### config.mk
export PLATFORM = sky130hd
export DESIGN_NAME = draw_arbiter
export DESIGN_NICKNAME = d
export VERILOG_FILES = /design/src/rtl/draw_arbiter.sv
export SDC_FILE = /design/constraint.sdc
export NUM_CORES = 1
export LEC_CHECK = 0
export ABC_CLOCK_PERIOD_IN_PS = 13500
export BUFFER_PORTS_ARGS = -buffer_cell sky130_fd_sc_hd__buf_2
export CORE_ASPECT_RATIO = 0.6
export CORE_UTILIZATION = 40
export DETAILED_ROUTE_END_ITERATION = 16
export SETUP_SLACK_MARGIN = 0.1
export SLEW_MARGIN = 20
export SYNTH_ARGS = -nofsm -noshare
export SYNTH_HDL_FRONTEND = slang
export SYNTH_SLANG_ARGS = --single-unit
### constraint.sdc
create_clock -name clk -period 13.5 [get_ports clk]
set_clock_uncertainty 0.15 [all_clocks]
set_input_delay 2.7 -clock clk [delete_from_list [all_inputs] [get_ports clk]]
set_output_delay 2.7 -clock clk [all_outputs]
set_load 0.005 [all_outputs]
### src/rtl/draw_arbiter.sv
// draw_arbiter: round-robin grant of on-screen buttons to the LCD engine.
// Streams the granted button's window, then its pixels, one button at a time.
module draw_arbiter #(
  parameter int NBUTTONS = 4,
  parameter int IDXBITS  = 2
) (
  input  logic                    clk,
  input  logic                    arst,
  input  logic                    enable,
  input  logic [NBUTTONS-1:0]     update,
  input  logic [NBUTTONS-1:0]     drawdone,
  input  logic [16*NBUTTONS-1:0]  xstart,
  input  logic [16*NBUTTONS-1:0]  xend,
  input  logic [16*NBUTTONS-1:0]  ystart,
  input  logic [16*NBUTTONS-1:0]  yend,
  input  logic [16*NBUTTONS-1:0]  color,
  output logic [NBUTTONS-1:0]     draw,
  output logic [NBUTTONS-1:0]     cnext,
  output logic                    win_valid,
  input  logic                    win_ready,
  output logic [15:0]             win_xs,
  output logic [15:0]             win_xe,
  output logic [15:0]             win_ys,
  output logic [15:0]             win_ye,
  output logic                    pix_valid,
  input  logic                    pix_ready,
  output logic [15:0]             pix_data,
  output logic                    busy
);

  typedef enum logic [2:0] {
    S_IDLE,
    S_GRANT,
    S_WIN,
    S_PIX,
    S_DONE
  } state_t;

  state_t state;
  state_t state_n;

  logic [IDXBITS-1:0]  idx;
  logic [IDXBITS-1:0]  idx_n;
  logic [IDXBITS-1:0]  last;
  logic [IDXBITS-1:0]  last_n;
  logic [NBUTTONS-1:0] draw_n;
  logic                win_valid_n;
  logic                pix_valid_n;
  logic [15:0]         xs_n;
  logic [15:0]         xe_n;
  logic [15:0]         ys_n;
  logic [15:0]         ye_n;
  logic [31:0]         npix;
  logic [31:0]         npix_n;
  logic [31:0]         cnt;
  logic [31:0]         cnt_n;

  logic [IDXBITS-1:0]  sel;
  logic [IDXBITS-1:0]  sel_hi;
  logic [IDXBITS-1:0]  sel_lo;
  logic                sel_hi_ok;
  logic                sel_lo_ok;
  logic [NBUTTONS-1:0] sel_oh;
  logic [15:0]         sel_xs;
  logic [15:0]         sel_xe;
  logic [15:0]         sel_ys;
  logic [15:0]         sel_ye;
  logic                done_sel;
  logic                pix_fire;

  // Round-robin: lowest requester above last wins, else lowest overall.
  always_comb begin
    sel_hi    = '0;
    sel_lo    = '0;
    sel_hi_ok = 1'b0;
    sel_lo_ok = 1'b0;
    for (int j = NBUTTONS - 1; j >= 0; j--) begin
      if (update[j]) begin
        sel_lo    = IDXBITS'(j);
        sel_lo_ok = 1'b1;
        if (j > int'(last)) begin
          sel_hi    = IDXBITS'(j);
          sel_hi_ok = 1'b1;
        end
      end
    end
    sel = sel_hi_ok ? sel_hi : sel_lo;
  end

  always_comb begin
    sel_oh = '0;
    sel_xs = '0;
    sel_xe = '0;
    sel_ys = '0;
    sel_ye = '0;
    for (int j = 0; j < NBUTTONS; j++) begin
      if (sel == IDXBITS'(j)) begin
        sel_oh[j] = 1'b1;
        sel_xs    = xstart[16*j +: 16];
        sel_xe    = xend[16*j +: 16];
        sel_ys    = ystart[16*j +: 16];
        sel_ye    = yend[16*j +: 16];
      end
    end
  end

  assign pix_fire = (state == S_PIX) && pix_valid && pix_ready;

  always_comb begin
    cnext    = '0;
    pix_data = '0;
    done_sel = 1'b0;
    for (int j = 0; j < NBUTTONS; j++) begin
      if (idx == IDXBITS'(j)) begin
        cnext[j] = pix_fire;
        pix_data = color[16*j +: 16];
        done_sel = drawdone[j];
      end
    end
  end

  assign busy = (state != S_IDLE);

  always_comb begin
    state_n     = state;
    idx_n       = idx;
    last_n      = last;
    draw_n      = draw;
    win_valid_n = win_valid;
    pix_valid_n = pix_valid;
    xs_n        = win_xs;
    xe_n        = win_xe;
    ys_n        = win_ys;
    ye_n        = win_ye;
    npix_n      = npix;
    cnt_n       = cnt;
    unique case (state)
      S_IDLE: begin
        if (enable && sel_lo_ok) begin
          draw_n  = sel_oh;
          idx_n   = sel;
          last_n  = sel;
          xs_n    = sel_xs;
          xe_n    = sel_xe;
          ys_n    = sel_ys;
          ye_n    = sel_ye;
          npix_n  = (32'(sel_xe) - 32'(sel_xs) + 32'd1)
                  * (32'(sel_ye) - 32'(sel_ys) + 32'd1);
          state_n = S_GRANT;
        end
      end
      S_GRANT: begin
        win_valid_n = 1'b1;
        state_n     = S_WIN;
      end
      S_WIN: begin
        if (win_valid && win_ready) begin
          win_valid_n = 1'b0;
          pix_valid_n = 1'b1;
          cnt_n       = npix;
          state_n     = S_PIX;
        end
      end
      S_PIX: begin
        // Drop draw with the last pixel so the button does not restart.
        if (pix_fire) begin
          cnt_n = cnt - 32'd1;
          if (cnt == 32'd1) begin
            draw_n      = '0;
            pix_valid_n = 1'b0;
            state_n     = S_DONE;
          end
        end
      end
      S_DONE: begin
        if (done_sel) state_n = S_IDLE;
      end
      default: state_n = S_IDLE;
    endcase
  end

  always_ff @(posedge clk or posedge arst) begin
    if (arst) begin
      state     <= S_IDLE;
      idx       <= '0;
      last      <= IDXBITS'(NBUTTONS - 1);
      draw      <= '0;
      win_valid <= 1'b0;
      pix_valid <= 1'b0;
      win_xs    <= '0;
      win_xe    <= '0;
      win_ys    <= '0;
      win_ye    <= '0;
      npix      <= '0;
      cnt       <= '0;
    end else begin
      state     <= state_n;
      idx       <= idx_n;
      last      <= last_n;
      draw      <= draw_n;
      win_valid <= win_valid_n;
      pix_valid <= pix_valid_n;
      win_xs    <= xs_n;
      win_xe    <= xe_n;
      win_ys    <= ys_n;
      win_ye    <= ye_n;
      npix      <= npix_n;
      cnt       <= cnt_n;
    end
  end

endmodule

==> qor.yml <==
synthMuxAreaShare_pct: 2.146
first_global_vias: 21370
die_width_um: 301.0
first_iter_violations: 1999
finalCriticalPeriod_ns: 13.20
numClockSinks: 141
dieArea_um2: 54590
rr_endpoint: "npix[31]"
seq_area_frac_synth_pct: 16.46
synth_seq_cells: 141
cpMostUsedCell: "fa_1"
crit_arrival_ns: 13.39
met2_length_um: 33830
start_kind: "input pin"
nets: 3954
routed_wl_um: 80350
wl_met1_um: 37830
grt_max_degree: 93
tightest_slew_ns: 1.087
synthAdderAreaFrac_pct: 34.98
cts_buffer_depth: 2
rows: 65
cp-end-kind: "register"
ys_top_cells_by_area: "fa_1 (28%), dfrtp_1 (16%), nand2_1 (8.2%)"
cp_slowest_cell: "or4_4"
ios: 424
synthSimpleGateAreaFrac_pct: 18.88
die_h_um: 181.4
hold_buffers: 0
ys.warnings.count: 0
grt_pass1_wl_um: 124000
cts.clk_slew.worst_paths_ns: 0.06
hold_viol: 0
drv_slew: 0
period_share_pct: 97.80
vias: 21030
dpl_cell_area_um2: 26330
syn-cell-area_um2: 21450
async_flop_share_pct: 100.0
antenna_found_initial: 14
synthXorXnorAreaFrac_pct: 4.333
syn-num-nets: 3326
critPathRequiredTime_ns: 13.69
root_buffer: "clkbuf_16"
path_buf_inv: 8
cp-endpoint: "npix[31]"
pre_cts_ws_ns: -0.3879
synth.largest_area_cell: "fa_1"
wl_per_cell_um: 20.50
rsz0062_at_grt: "false"
synthMostInstantiatedCell: "nand2_1"
synth_compound_area_share_pct: 14.11
syn2layout_area_growth_pct: 28.40
drive_gt1_share_pct: 27.43
synthDistinctLibCells: 87
stdcell_area_um2: 27550
crit_type: "input pin to register"
cp_top_family: "adder cells"
fmax_mhz: 75.74
cap_violations: 0
rrSetupSlack_ns: 2.04
wl_met3_um: 7378
via_per_inst: 5.364
port_buffers: 423
drc: 0
hp-class: "register to register"
synthFlopType: "dfrtp_1"
cts_buffers: 17
dp_hpwl_um: 66570
synth_top_family_by_area: "adder cells"
crit_path_max_incr_delay_ns: 0.59
ys_top_cells_by_count: "nand2_1 (468), inv_1 (390), fa_1 (298)"
setup_viol: 0
drtPass1Iterations: 5
cp.depth: 43
ant_nets: 0
status: "complete, no violations"
ff2ff_path_depth: 42
rr_startpoint: "last[0]"
top_layer_used: "met5"
synth-edff-count: 0
syn_inst: 2572
layout_setup_ws_ns: 0.2967
grt_overflow: 0
htreeDepth: 4
synth.avg_cell_area_um2: 8.341
start_util_pct: 40.64
core_area_um2: 52780
clkLatencyLatePin_ns: 0.46
crit_start: "update[3]"
cts_tree: "done"
grt_usage_pct: 29.64
gp_congestion: 0.9712
crit_fanout: 22
synth.top_cell.area_share_pct: 27.81
slew_headroom_pct: 27.38
[worst min-delay path by stage]
stage	end	slack [ns]	depth (start not counted)	from
2_1_floorplan	npix[9]	0.28	2	npix[9]
3_3_place_gp	win_ye[12]	0.30	2	win_ye[12]
3_5_place_dp	npix[9]	0.31	2	npix[9]
6_report	npix[9]	0.32	2	npix[9]
5_1_grt	npix[11]	0.34	2	npix[11]
4_1_cts	npix[9]	0.32	2	npix[9]
[stage by stage]
step / TNS (ns) / instances / hold WS [ns] / util, %
after floorplan: 0 / 2572 / 0.2834 / -
after global placement: -0.1960 / 3862 / 0.3049 / 49.89
after detailed placement: -0.3879 / 3862 / 0.3063 / 49.89
after CTS: 0 / 3896 / 0.3204 / 51.14
after global routing: 0 / 3917 / 0.3395 / 52.17
final: 0 / 3920 / 0.3210 / 52.19
[flip-flops by register name, indices dropped and copies added, names as in the netlist, 2 cells and up]
register and cells:
cnt 32, draw 4, idx 2, last 2, npix 32, state 3
win_xe 16, win_xs 16, win_ye 16, win_ys 16
[area by class of cell]
class                           instances  area (µm²)
Fill cell                            5026       25240
Multi-Input combinational cell       1915       16410
Timing Repair Buffer                  735        4634
Sequential cell                       141        3532
Inverter                              390        1469
Tap cell                              703       879.6
Clock buffer                           17       425.4
Clock inverter                         14       182.7
Antenna cell                            5       12.51
[routing by layer]
layer  vias up  GRT usage (%)
met2       922          43.57
met1     10400          44.53
met5         -              0
met3        94          6.652
li1       9593              -
met4        16          5.523
[worst min-delay path, delay by kind of cell, from the launching register on]
kind	cells	cell delay (ns)
flops	1	0.34
simple gates	2	0.10
[layout by cell type (no fill, tap or decap), drive strengths merged, types with 4 or more instances in the layout]
| cell type | instances |
|---|---|
| clkbuf | 18 |
| nor3b | 9 |
| a21oi | 143 |
| xnor2 | 66 |
| o21bai | 16 |
| nor4 | 7 |
| nand4 | 12 |
| ha | 123 |
| diode | 5 |
| inv | 395 |
| a31oi | 9 |
| nor3 | 33 |
| and2 | 58 |
| nor2b | 28 |
| nand3 | 89 |
| fa | 298 |
| nand2 | 468 |
| and3 | 9 |
| or2 | 9 |
| a22oi | 9 |
| nand2b | 18 |
| dfrtp | 139 |
| or3 | 10 |
| buf | 734 |
| xor2 | 34 |
| nor2 | 143 |
| a21o | 20 |
| a221oi | 34 |
| o21ai | 130 |
| mux4 | 17 |
| o211ai | 7 |
| mux2i | 4 |
| o21a | 12 |
| a221o | 31 |
| o31ai | 9 |
[kinds of logic (layout without fill, tap and decap cells)]
| logic type | after synthesis | after routing |
|---|---|---|
| and+or+nand+nor | 905 | 905 |
| buffers and inverters | 517 | 1156 |
| AOI/OAI and AO/OA | 462 | 463 |
| adders and majority gates | 421 | 421 |
| DFF | 141 | 141 |
| xor gates and xnor gates | 102 | 102 |
| muxes | 24 | 24 |
| other | 0 | 5 |
[what timing repair did]
item	4_1_cts	5_1_grt
pin swaps	4	44
setup buffers	2	19
gates resized for setup	6	83
cloned	1	1
endpoints found under the hold margin	0	0
endpoints found under the setup margin	1	4
Power is left out: the tool's default activity adds up to more than one toggle a clock period on the data nets, which glitch-free logic cannot reach.
